**config.mk**
```make
export PLATFORM = sky130hd
export DESIGN_NAME = calc1_port_driver
export DESIGN_NICKNAME = d
export VERILOG_FILES = /design/src/rtl/calc1_pkg.sv /design/src/rtl/calc1_sync_fifo.sv /design/src/rtl/calc1_port_driver.sv
export SDC_FILE = /design/constraint.sdc
export NUM_CORES = 1
export LEC_CHECK = 0
export CORE_MARGIN = 2
export CORE_UTILIZATION = 40
export DETAILED_ROUTE_END_ITERATION = 10
export DONT_BUFFER_PORTS = 1
export SETUP_SLACK_MARGIN = 0.5
export SYNTH_ARGS = -nofsm -noshare
export SYNTH_HDL_FRONTEND = slang
export SYNTH_SLANG_ARGS = --single-unit
```
**constraint.sdc**
```tcl
create_clock -name c_clk -period 3.1 [get_ports c_clk]
set_input_delay 0.31 -clock c_clk [delete_from_list [all_inputs] [get_ports c_clk]]
set_output_delay 0.31 -clock c_clk [all_outputs]
set_load 0.01 [all_outputs]
```
**src/rtl/calc1_pkg.sv**
```systemverilog
// Shared types and constants for the calc1 per-port request driver.
// Covers command/response encodings, driver FSM states and the buffered transaction.
// Types only; no timing or flow control here.
package calc1_pkg;

  localparam logic [0:3] CMD_NOP = 4'd0;
  localparam logic [0:3] CMD_ADD = 4'd1;
  localparam logic [0:3] CMD_SUB = 4'd2;
  localparam logic [0:3] CMD_LSH = 4'd5;
  localparam logic [0:3] CMD_RSH = 4'd6;

  localparam logic [0:1] RESP_NONE = 2'd0;
  localparam logic [0:1] RESP_SUCC = 2'd1;
  localparam logic [0:1] RESP_INOF = 2'd2;
  localparam logic [0:1] RESP_IERR = 2'd3;

  typedef enum logic [2:0] {IDLE, SEND1, SEND2, WAIT, HOLD} drv_state_t;

  typedef struct packed {
    logic [0:3]  cmd;
    logic [0:31] op1;
    logic [0:31] op2;
  } calc1_txn_t;

endpackage

```
**src/rtl/calc1_sync_fifo.sv**
```systemverilog
// Synchronous transaction FIFO: push/pop + data_i/data_o, full_o/empty_o from a registered count.
// Latency: a pushed entry is visible on data_o one edge after the push.
// Backpressure: a push while full is dropped, even when a pop happens on the same edge.
module calc1_sync_fifo
  import calc1_pkg::*;
#(
  parameter int DEPTH = 4
) (
  input  logic       clk_i,
  input  logic       reset_i,
  input  logic       push_i,
  input  calc1_txn_t data_i,
  input  logic       pop_i,
  output calc1_txn_t data_o,
  output logic       full_o,
  output logic       empty_o
);

  localparam int AW = $clog2(DEPTH);

  calc1_txn_t    mem_q [DEPTH];
  logic [AW-1:0] wr_ptr_q, rd_ptr_q;
  logic [AW:0]   count_q;
  logic          do_push, do_pop;

  assign full_o  = (count_q == (AW+1)'(DEPTH));
  assign empty_o = (count_q == '0);
  assign do_push = push_i && !full_o;
  assign do_pop  = pop_i && !empty_o;
  assign data_o  = mem_q[rd_ptr_q];

  // Storage needs no reset; pointers and count define validity.
  always_ff @(posedge clk_i) begin
    if (do_push) mem_q[wr_ptr_q] <= data_i;
  end

  // DEPTH is a power of two, so pointer increments wrap naturally.
  always_ff @(posedge clk_i) begin
    if (reset_i) begin
      wr_ptr_q <= '0;
      rd_ptr_q <= '0;
      count_q  <= '0;
    end else begin
      if (do_push) wr_ptr_q <= wr_ptr_q + 1'b1;
      if (do_pop)  rd_ptr_q <= rd_ptr_q + 1'b1;
      count_q <= count_q + {{AW{1'b0}}, do_push} - {{AW{1'b0}}, do_pop};
    end
  end

endmodule

```
**src/rtl/calc1_port_driver.sv**
```systemverilog
// calc1 port driver: txn_* in (valid/ready) -> req_cmd_out/req_data_out; out_resp_in/out_data_in -> rsp_* (valid/ready).
// Latency: cmd/op1 one edge after the pop, op2 the next edge, WAIT one edge later; reply registered one cycle.
// Backpressure: txn_ready drops when the FIFO is full; a held response blocks the next pop until rsp_ready.
module calc1_port_driver
  import calc1_pkg::*;
#(
  parameter int DEPTH   = 4,
  parameter int TIMEOUT = 100
) (
  input  logic        c_clk,
  input  logic        reset,
  input  logic        txn_valid,
  output logic        txn_ready,
  input  logic [0:3]  txn_cmd,
  input  logic [0:31] txn_op1,
  input  logic [0:31] txn_op2,
  output logic [0:3]  req_cmd_out,
  output logic [0:31] req_data_out,
  input  logic [0:1]  out_resp_in,
  input  logic [0:31] out_data_in,
  output logic        rsp_valid,
  input  logic        rsp_ready,
  output logic [0:3]  rsp_cmd,
  output logic [0:1]  rsp_resp,
  output logic [0:31] rsp_data,
  output logic        rsp_timeout,
  output logic        busy,
  output logic        err_stray
);

  localparam int TW = $clog2(TIMEOUT + 1);

  drv_state_t    state_q, state_d;
  logic [0:3]    cur_cmd_q, cur_cmd_d;
  logic [0:31]   cur_op2_q, cur_op2_d;
  logic [TW-1:0] timer_q, timer_d;
  logic [0:3]    req_cmd_q, req_cmd_d;
  logic [0:31]   req_data_q, req_data_d;
  logic          rsp_valid_q, rsp_valid_d;
  logic [0:3]    rsp_cmd_q, rsp_cmd_d;
  logic [0:1]    rsp_resp_q, rsp_resp_d;
  logic [0:31]   rsp_data_q, rsp_data_d;
  logic          rsp_timeout_q, rsp_timeout_d;
  logic          err_stray_q, err_stray_d;

  calc1_txn_t fifo_in, fifo_out;
  logic       fifo_full, fifo_empty, fifo_pop;
  logic       resp_seen, timer_done;

  assign fifo_in    = '{cmd: txn_cmd, op1: txn_op1, op2: txn_op2};
  assign resp_seen  = (out_resp_in != RESP_NONE);
  assign timer_done = (timer_q == TW'(TIMEOUT - 1));

  calc1_sync_fifo #(.DEPTH(DEPTH)) u_fifo (
    .clk_i   (c_clk),
    .reset_i (reset),
    .push_i  (txn_valid),
    .data_i  (fifo_in),
    .pop_i   (fifo_pop),
    .data_o  (fifo_out),
    .full_o  (fifo_full),
    .empty_o (fifo_empty)
  );

  // State and all registered outputs.
  always_ff @(posedge c_clk) begin
    if (reset) begin
      state_q       <= IDLE;
      cur_cmd_q     <= '0;
      cur_op2_q     <= '0;
      timer_q       <= '0;
      req_cmd_q     <= '0;
      req_data_q    <= '0;
      rsp_valid_q   <= 1'b0;
      rsp_cmd_q     <= '0;
      rsp_resp_q    <= '0;
      rsp_data_q    <= '0;
      rsp_timeout_q <= 1'b0;
      err_stray_q   <= 1'b0;
    end else begin
      state_q       <= state_d;
      cur_cmd_q     <= cur_cmd_d;
      cur_op2_q     <= cur_op2_d;
      timer_q       <= timer_d;
      req_cmd_q     <= req_cmd_d;
      req_data_q    <= req_data_d;
      rsp_valid_q   <= rsp_valid_d;
      rsp_cmd_q     <= rsp_cmd_d;
      rsp_resp_q    <= rsp_resp_d;
      rsp_data_q    <= rsp_data_d;
      rsp_timeout_q <= rsp_timeout_d;
      err_stray_q   <= err_stray_d;
    end
  end

  // Next state.
  always_comb begin
    state_d = state_q;
    case (state_q)
      IDLE:    if (!fifo_empty && fifo_out.cmd != CMD_NOP) state_d = SEND1;
      SEND1:   state_d = SEND2;
      SEND2:   state_d = WAIT;
      WAIT:    if (resp_seen || timer_done) state_d = HOLD;
      HOLD:    if (rsp_ready) state_d = IDLE;
      default: state_d = IDLE;
    endcase
  end

  // Next values of the registered outputs and the FIFO pop.
  always_comb begin
    fifo_pop      = 1'b0;
    cur_cmd_d     = cur_cmd_q;
    cur_op2_d     = cur_op2_q;
    timer_d       = timer_q;
    req_cmd_d     = req_cmd_q;
    req_data_d    = req_data_q;
    rsp_valid_d   = rsp_valid_q;
    rsp_cmd_d     = rsp_cmd_q;
    rsp_resp_d    = rsp_resp_q;
    rsp_data_d    = rsp_data_q;
    rsp_timeout_d = rsp_timeout_q;
    // Any reply outside WAIT has no owner; flag it but never capture it.
    err_stray_d   = err_stray_q | (resp_seen && state_q != WAIT);
    case (state_q)
      IDLE: begin
        if (!fifo_empty) begin
          fifo_pop = 1'b1;
          // NOP entries are consumed without touching the bus.
          if (fifo_out.cmd != CMD_NOP) begin
            cur_cmd_d  = fifo_out.cmd;
            cur_op2_d  = fifo_out.op2;
            req_cmd_d  = fifo_out.cmd;
            req_data_d = fifo_out.op1;
          end
        end
      end
      SEND1: begin
        req_cmd_d  = '0;
        req_data_d = cur_op2_q;
      end
      SEND2: begin
        req_cmd_d  = '0;
        req_data_d = '0;
        timer_d    = '0;
      end
      WAIT: begin
        if (resp_seen) begin
          rsp_valid_d   = 1'b1;
          rsp_cmd_d     = cur_cmd_q;
          rsp_resp_d    = out_resp_in;
          rsp_data_d    = out_data_in;
          rsp_timeout_d = 1'b0;
        end else if (timer_done) begin
          rsp_valid_d   = 1'b1;
          rsp_cmd_d     = cur_cmd_q;
          rsp_resp_d    = RESP_NONE;
          rsp_data_d    = '0;
          rsp_timeout_d = 1'b1;
        end else begin
          timer_d = timer_q + 1'b1;
        end
      end
      HOLD: begin
        if (rsp_ready) rsp_valid_d = 1'b0;
      end
      default: ;
    endcase
  end

  assign txn_ready    = !fifo_full;
  assign busy         = (state_q != IDLE) || !fifo_empty;
  assign req_cmd_out  = req_cmd_q;
  assign req_data_out = req_data_q;
  assign rsp_valid    = rsp_valid_q;
  assign rsp_cmd      = rsp_cmd_q;
  assign rsp_resp     = rsp_resp_q;
  assign rsp_data     = rsp_data_q;
  assign rsp_timeout  = rsp_timeout_q;
  assign err_stray    = err_stray_q;

endmodule
```
**Word level (Yosys, flattened, before mapping)**

Memory sizes are Yosys's and may differ from the RTL's. A register that Yosys moved wholly into a read port is not among the register bits.
Cells that the tools add are included.
W data, S select, Z words.

- Input port bits: 106
- Memories kept: 1
- Memory bits (writable): 272
- Register bits: 130
- Latch bits: 0
- Logic and storage cells: 94
- ROM bits: 0

- Shift operators: 0
- Div/mod/pow operators: 0
- Order comparisons: 0
- Equal/unequal tests: 15
- Mux-type cells: 30
- Multiply operators: 0
- Reductions and logical operators: 26
- Bitwise operators: 2
- Add/sub/neg operators: 5

Memories:

| name | depth | width | rd ports | clocked after memory_dff | wr ports | line | text |
|---|---|---|---|---|---|---|---|
| u_fifo.mem_q | 4 | 68 | 1 | 1 | 1 | calc1_sync_fifo.sv:21 | `calc1_txn_t mem_q [DEPTH];` |

Operator list:

| kind | count |
|---|---|
| $mux W32 | 4 |
| $pmux W32 S3 | 1 |
| $reduce_and A3 Y1 | 6 |
| $mux W4 | 4 |
| $pmux W3 S5 | 1 |
| $mux W7 | 2 |
| $ne A2 B2 Y1 const B | 7 |
| $pmux W7 S2 | 1 |
| $reduce_bool A2 Y1 | 5 |
| $mux W3 | 3 |
| $mux W1 | 8 |
| $mux W2 | 4 |
| $pmux W4 S2 | 1 |
| $add A7 B1 Y7 const B | 1 |
| $eq A7 B7 Y1 const B | 1 |
| $eq A3 B2 Y1 const B | 2 |
| $eq A3 B3 Y1 const B | 2 |
| $logic_not A3 Y1 | 2 |
| $reduce_bool A3 Y1 | 2 |
| $add A2 B1 Y2 const B | 2 |
| $logic_and A1 B1 Y1 | 4 |
| $reduce_bool A4 Y1 | 1 |
| $add A3 B1 Y3 | 1 |
| $eq A3 B1 Y1 const B | 1 |
| other kinds (10) | 12 |

**Longest topological paths before layout**

- Depth after elaboration: 6
- Gate-level depth with buffers: 12
- Mapped depth without buffers: 10

**By module**

A second synthesis with hierarchy kept.

- Cells, all modules: 976
- Area, all modules: 15044.4 um2

By module, submodules not included:

| module | area each (um2) | cells an instance | sequential area each (um2) | instances |
|---|---|---|---|---|
| calc1_sync_fifo | 10302.4 | 407 | 8348.0 | 1 |
| calc1_port_driver | 4742.0 | 569 | 2462.4 | 1 |

**Worst setup path before layout**

OpenSTA, ideal clock, no wires.

- Path type: register to register
- Start point: reg u_fifo.count_q[1]
- End point: mem u_fifo.mem_q[0][0] (netlist name), enable pin
- Data arrival time: 2.257 ns
- Cell stages (with the launch flop): 4
- Path slack: 0.410 ns
- Data required time: 2.666 ns
- Clock period less this slack: 2.690 ns
- Path through: dfxtp_1 -> nor2_1 -> nand2_1 -> and3_1

- Cells in the longest elaborated chain, start to end: 5

Ends and longest elaborated chain:

| element | line | text |
|---|---|---|
| start: declaration | calc1_sync_fifo.sv:23 | `logic [AW:0] count_q;` |
| start signal: assignment | calc1_sync_fifo.sv:46 | `count_q <= count_q + {{AW{1'b0}}, do_push} - {{AW{1'b0}}, do_pop};` |
| $eq A3 B3 Y1 | calc1_sync_fifo.sv:26 | `assign full_o = (count_q == (AW+1)'(DEPTH));` |
| $logic_not A1 Y1 | n/a |  |
| named net txn_ready | calc1_port_driver.sv:13 | `output logic txn_ready,` |
| $logic_and A1 B1 Y1 | calc1_sync_fifo.sv:28 | `assign do_push = push_i && !full_o;` |
| $mux W1 | calc1_sync_fifo.sv:34 | `if (do_push) mem_q[wr_ptr_q] <= data_i;` |
| $mux W1 (not written as such) | calc1_sync_fifo.sv:34 |  |
| end: declaration | calc1_sync_fifo.sv:21 |  |

The timed path passes the listed nets, and every way through them passes these cells.

**Worst setup path after layout**

- Start point: reg timer_q[2]
- End point: reg rsp_data_q, in the netlist rsp_data[25]

- Cells in the longest elaborated chain, start to end: 3

Ends and longest elaborated chain:

| element | line | text |
|---|---|---|
| start: declaration | calc1_port_driver.sv:36 | `logic [TW-1:0] timer_q, timer_d;` |
| start signal: assignment | calc1_port_driver.sv:84 | `timer_q <= timer_d;` |
| $eq A7 B7 Y1 | calc1_port_driver.sv:52 | `assign timer_done = (timer_q == TW'(TIMEOUT - 1));` |
| $reduce_bool A2 Y1 (no source line) | n/a |  |
| $reduce_and A2 Y1 (no source line) | n/a |  |
| end signal: assignment | calc1_port_driver.sv:90 | `rsp_data_q <= rsp_data_d;` |
| end: declaration | calc1_port_driver.sv:42 | `logic [0:31] rsp_data_q, rsp_data_d;` |

Every way passes these cells.
A chain may end at the register's enable or synchronous reset.

==> impl_metrics.yaml <==
route:
  vias: 8328
  number_of_iterations_in_the_first_detailed_routing_pass: 5
  detailedRoute.firstIterationViolations: 379
  wl_mm: 33.7
  top_layer: "met5"
  dr_wl_met2_mm: 16.4
  ant_nets: 0
  met1_length_mm: 14.1
  routed_wire_length_per_instance_um: 21.0
  post_drt_via_cell_ratio: 5.20
  dr_wl_met3_mm: 2.52
  drc_errors: 0
outcome:
  run_status: "complete, but fails checks"
  violations_in_the_final_reports: "hold timing"
synthesis:
  synth.distinct_cells: 40
  yosys_warnings: 0
  ys_seq_elements: 404
  synth_area_um2: 15200
  seq_area_frac_synth_pct: 71.2
  ys_async_rst_share_pct: 0
  synth-edff-count: 272
  syn_avg_cell_area_um2: 16.3
  synth_fp_nets: 1045
  synth-main-ff-cell: "sky130_fd_sc_hd__edfxtp_1"
  instance_count_of_the_mapped_netlist: 931
placement:
  pre_cts_ws_ps: 531
  gpl.final_weighted_congestion: 0.698
  buffer_ports.inserted: 0
  place.detailed.hpwl_mm: 18.8
sta:
  final-max-slew-violation-count: 0
  tns_ps: 0
  pin_slew_with_the_least_headroom_to_its_limit_ps: 761
  skew_ps: 26.8
  fin_ws_ps: 612
  post_route_worst_hold_slack_ps: -202
  setup-violations-final: 0
  share_of_the_clock_period_used_by_the_worst_path_after_layout_pct: 80.3
  hold_viol: 74
  max_freq_mhz: 402
  grt_setup_unrepaired: "yes"
  final_period_minus_worst_setup_slack_ps: 2490
  max_slew_margin_pct: 49.3
worst_setup_path:
  worstPathMaxFanout: 39
  critPathCaptureType: "register"
  worst_setup_path_start_kind: "register"
  crit_type: "reg2reg"
  required_ps: 3550
  r2r.worst_path.cells: 7
  worstPathCellList: "or4b_1, o21ai_2, nand2_1, buf_4, a22oi_1, nor2_1, dlygate4sd3_1"
  timing.critical_path.arrival_ps: 2930
  ff2ff_setup_slack_ps: 610
  regToRegEndpoint: "rsp_data[25]"
  cpMaxStageDelayCell: "sky130_fd_sc_hd__dlygate4sd3_1"
  worst_path_largest_cell_delay_ps: 560
  regToRegStartpoint: "timer_q[2]"
cells_and_area:
  final_nets: 1166
  finish.utilization_pct: 49.3
  layout.cells.most_common: "sky130_fd_sc_hd__edfxtp_1"
  layout-drive-gt1-share_pct: 24.5
  most-common-layout-cells: "sky130_fd_sc_hd__edfxtp_1 (272), sky130_fd_sc_hd__dfxtp_1 (130), sky130_fd_sc_hd__dlygate4sd3_1 (119)"
  areaGrowthSynthToFinish_pct: 21.7
power:
  power_mw: 17.4
  power_leakage_nw: 6.12
  power_density_of_the_placed_cells_nw_per_um2: 944
  peakVddDrop_mv: 0.643
global_route:
  global_route.overflow_total: 0
  grt_pass1_wl_mm: 50.0
  largest_net_degree_at_the_start_of_global_routing: 128
  grt_antenna_before_repair: 5
  first_global_vias: 8600
  global_route.usage.total_pct: 16.9
cts:
  clock_slew_at_the_register_clock_pins_of_the_worst_setup_and_hold_paths_ps: 60
  cts_tree: "done"
  cts_buffer_depth: 3
  h-tree-depth: 2
  clk_root_buffer_cell: "sky130_fd_sc_hd__clkbuf_16"
  clock_sink_count: 404
  clk-insertion-delay-late_ps: 570
  post-cts-setup-buffer-count: 0
  numCtsBuffers: 43
hold_path:
  min-delay-path-class: "in2reg"
  min-delay-start: "reset"
  worstHoldEndpoint: "req_data_out[24]"
  hold_path_depth: 1
floorplanning:
  floorplan.initialDensity_pct: 40.5
  fp.dieArea_um2: 39500
  die_h_um: 199
  dieWidth_um: 199
  floorplan.core_area_um2: 37500
  boundaryPins: 185
  placementRows: 71
flow_run:
  timing.max_cap.violations: 0
[sequential cells by signal, indices dropped and copies added, names as in the netlist, 2 cells and up, named ones only]
register and flops:
rsp_cmd 4, state_q 3, cur_cmd_q 4, u_fifo.count_q 3
u_fifo.wr_ptr_q 2, req_cmd_out 4, u_fifo.mem_q 272, req_data_out 32
u_fifo.rd_ptr_q 2, rsp_resp 2, timer_q 7, rsp_data 32
cur_op2_q 32
[layer usage]
layer,track usage (%),up-vias
met3,4.63,45
met2,28.7,248
li1,-,3812
met5,0,-
met1,20.9,4221
met4,5.28,2
[cell families after synthesis]
| logic type | share of synthesized area, % |
|---|---|
| AOI/OAI and AO/OA | 8.84 |
| xor gates and xnor gates | 0.635 |
| adders and majority gates | 0.709 |
| buffers and inverters | 2.18 |
| DFF | 71.2 |
| muxes | 10.2 |
| and+or+nand+nor | 6.21 |
[synthesized netlist by cell type (9+ instances only)]
cell type,instances,area (um2)
sky130_fd_sc_hd__clkbuf_1,41,154
sky130_fd_sc_hd__edfxtp_1,272,8170
sky130_fd_sc_hd__a22oi_1,65,488
sky130_fd_sc_hd__inv_1,9,33.8
sky130_fd_sc_hd__a21oi_2,30,263
sky130_fd_sc_hd__nand2_1,60,225
sky130_fd_sc_hd__nor2_1,87,327
sky130_fd_sc_hd__dfxtp_1,132,2640
sky130_fd_sc_hd__nand2_2,30,188
sky130_fd_sc_hd__a211oi_2,30,375
sky130_fd_sc_hd__a21oi_1,21,105
sky130_fd_sc_hd__mux4_2,68,1530
[repair_timing]
| item | CTS | global route |
|---|---|---|
| resized for setup | 0 | 5 |
| hold buffers | 101 | 18 |
| hold endpoints to repair | 399 | 94 |
| setup endpoints to repair | 0 | 34 |
[metrics by stage]
step                cell area, um2  cells  hold slack [ps]
finish                       18500   1602             -202
global route                 18500   1601             -222
CTS                          18300   1580             -228
detailed placement           15800   1399              387
global placement             15800   1399              386
floorplan                    15200    931              409
[worst max-delay path: cells and delay by family (launching register included)]
family	cells	cell delay, ps
AND/OR/NAND/NOR	3	700
AO/OA/AOI/OAI	2	490
buffers and inverters	2	830
flip-flops	1	350
[how the worst max path moves through the flow]
stage,startpoint,to,slack [ps],depth (start not counted)
after CTS,u_fifo.count_q[2],u_fifo.count_q[2],520,10
after global routing,register,state_q[0],450,6
after detailed placement,u_fifo.count_q[2],u_fifo.count_q[2],530,10
after global placement,state_q[0],u_fifo.count_q[2],560,10
after floorplan,state_q[1],u_fifo.count_q[2],590,12
final,timer_q[2],rsp_data[25],610,7
[report_power, final]
part           switching [mW]  internal, mW  leakage, nW
Clock                    2.13          3.16        0.723
Sequential              0.586          6.68         3.57
Combinational            2.91          1.96         1.82
[layout make-up]
type / count / area (um2)
inverter: 9 / 33.8
clock buffer: 56 / 1230
clock inverter: 24 / 263
fill: 3161 / 19000
sequential: 404 / 10800
multi-input combinational: 457 / 4110
timing repair buffer: 137 / 1380
antenna: 4 / 10.0
tap: 511 / 639
Note: power is estimated with default switching activity, not from simulation.
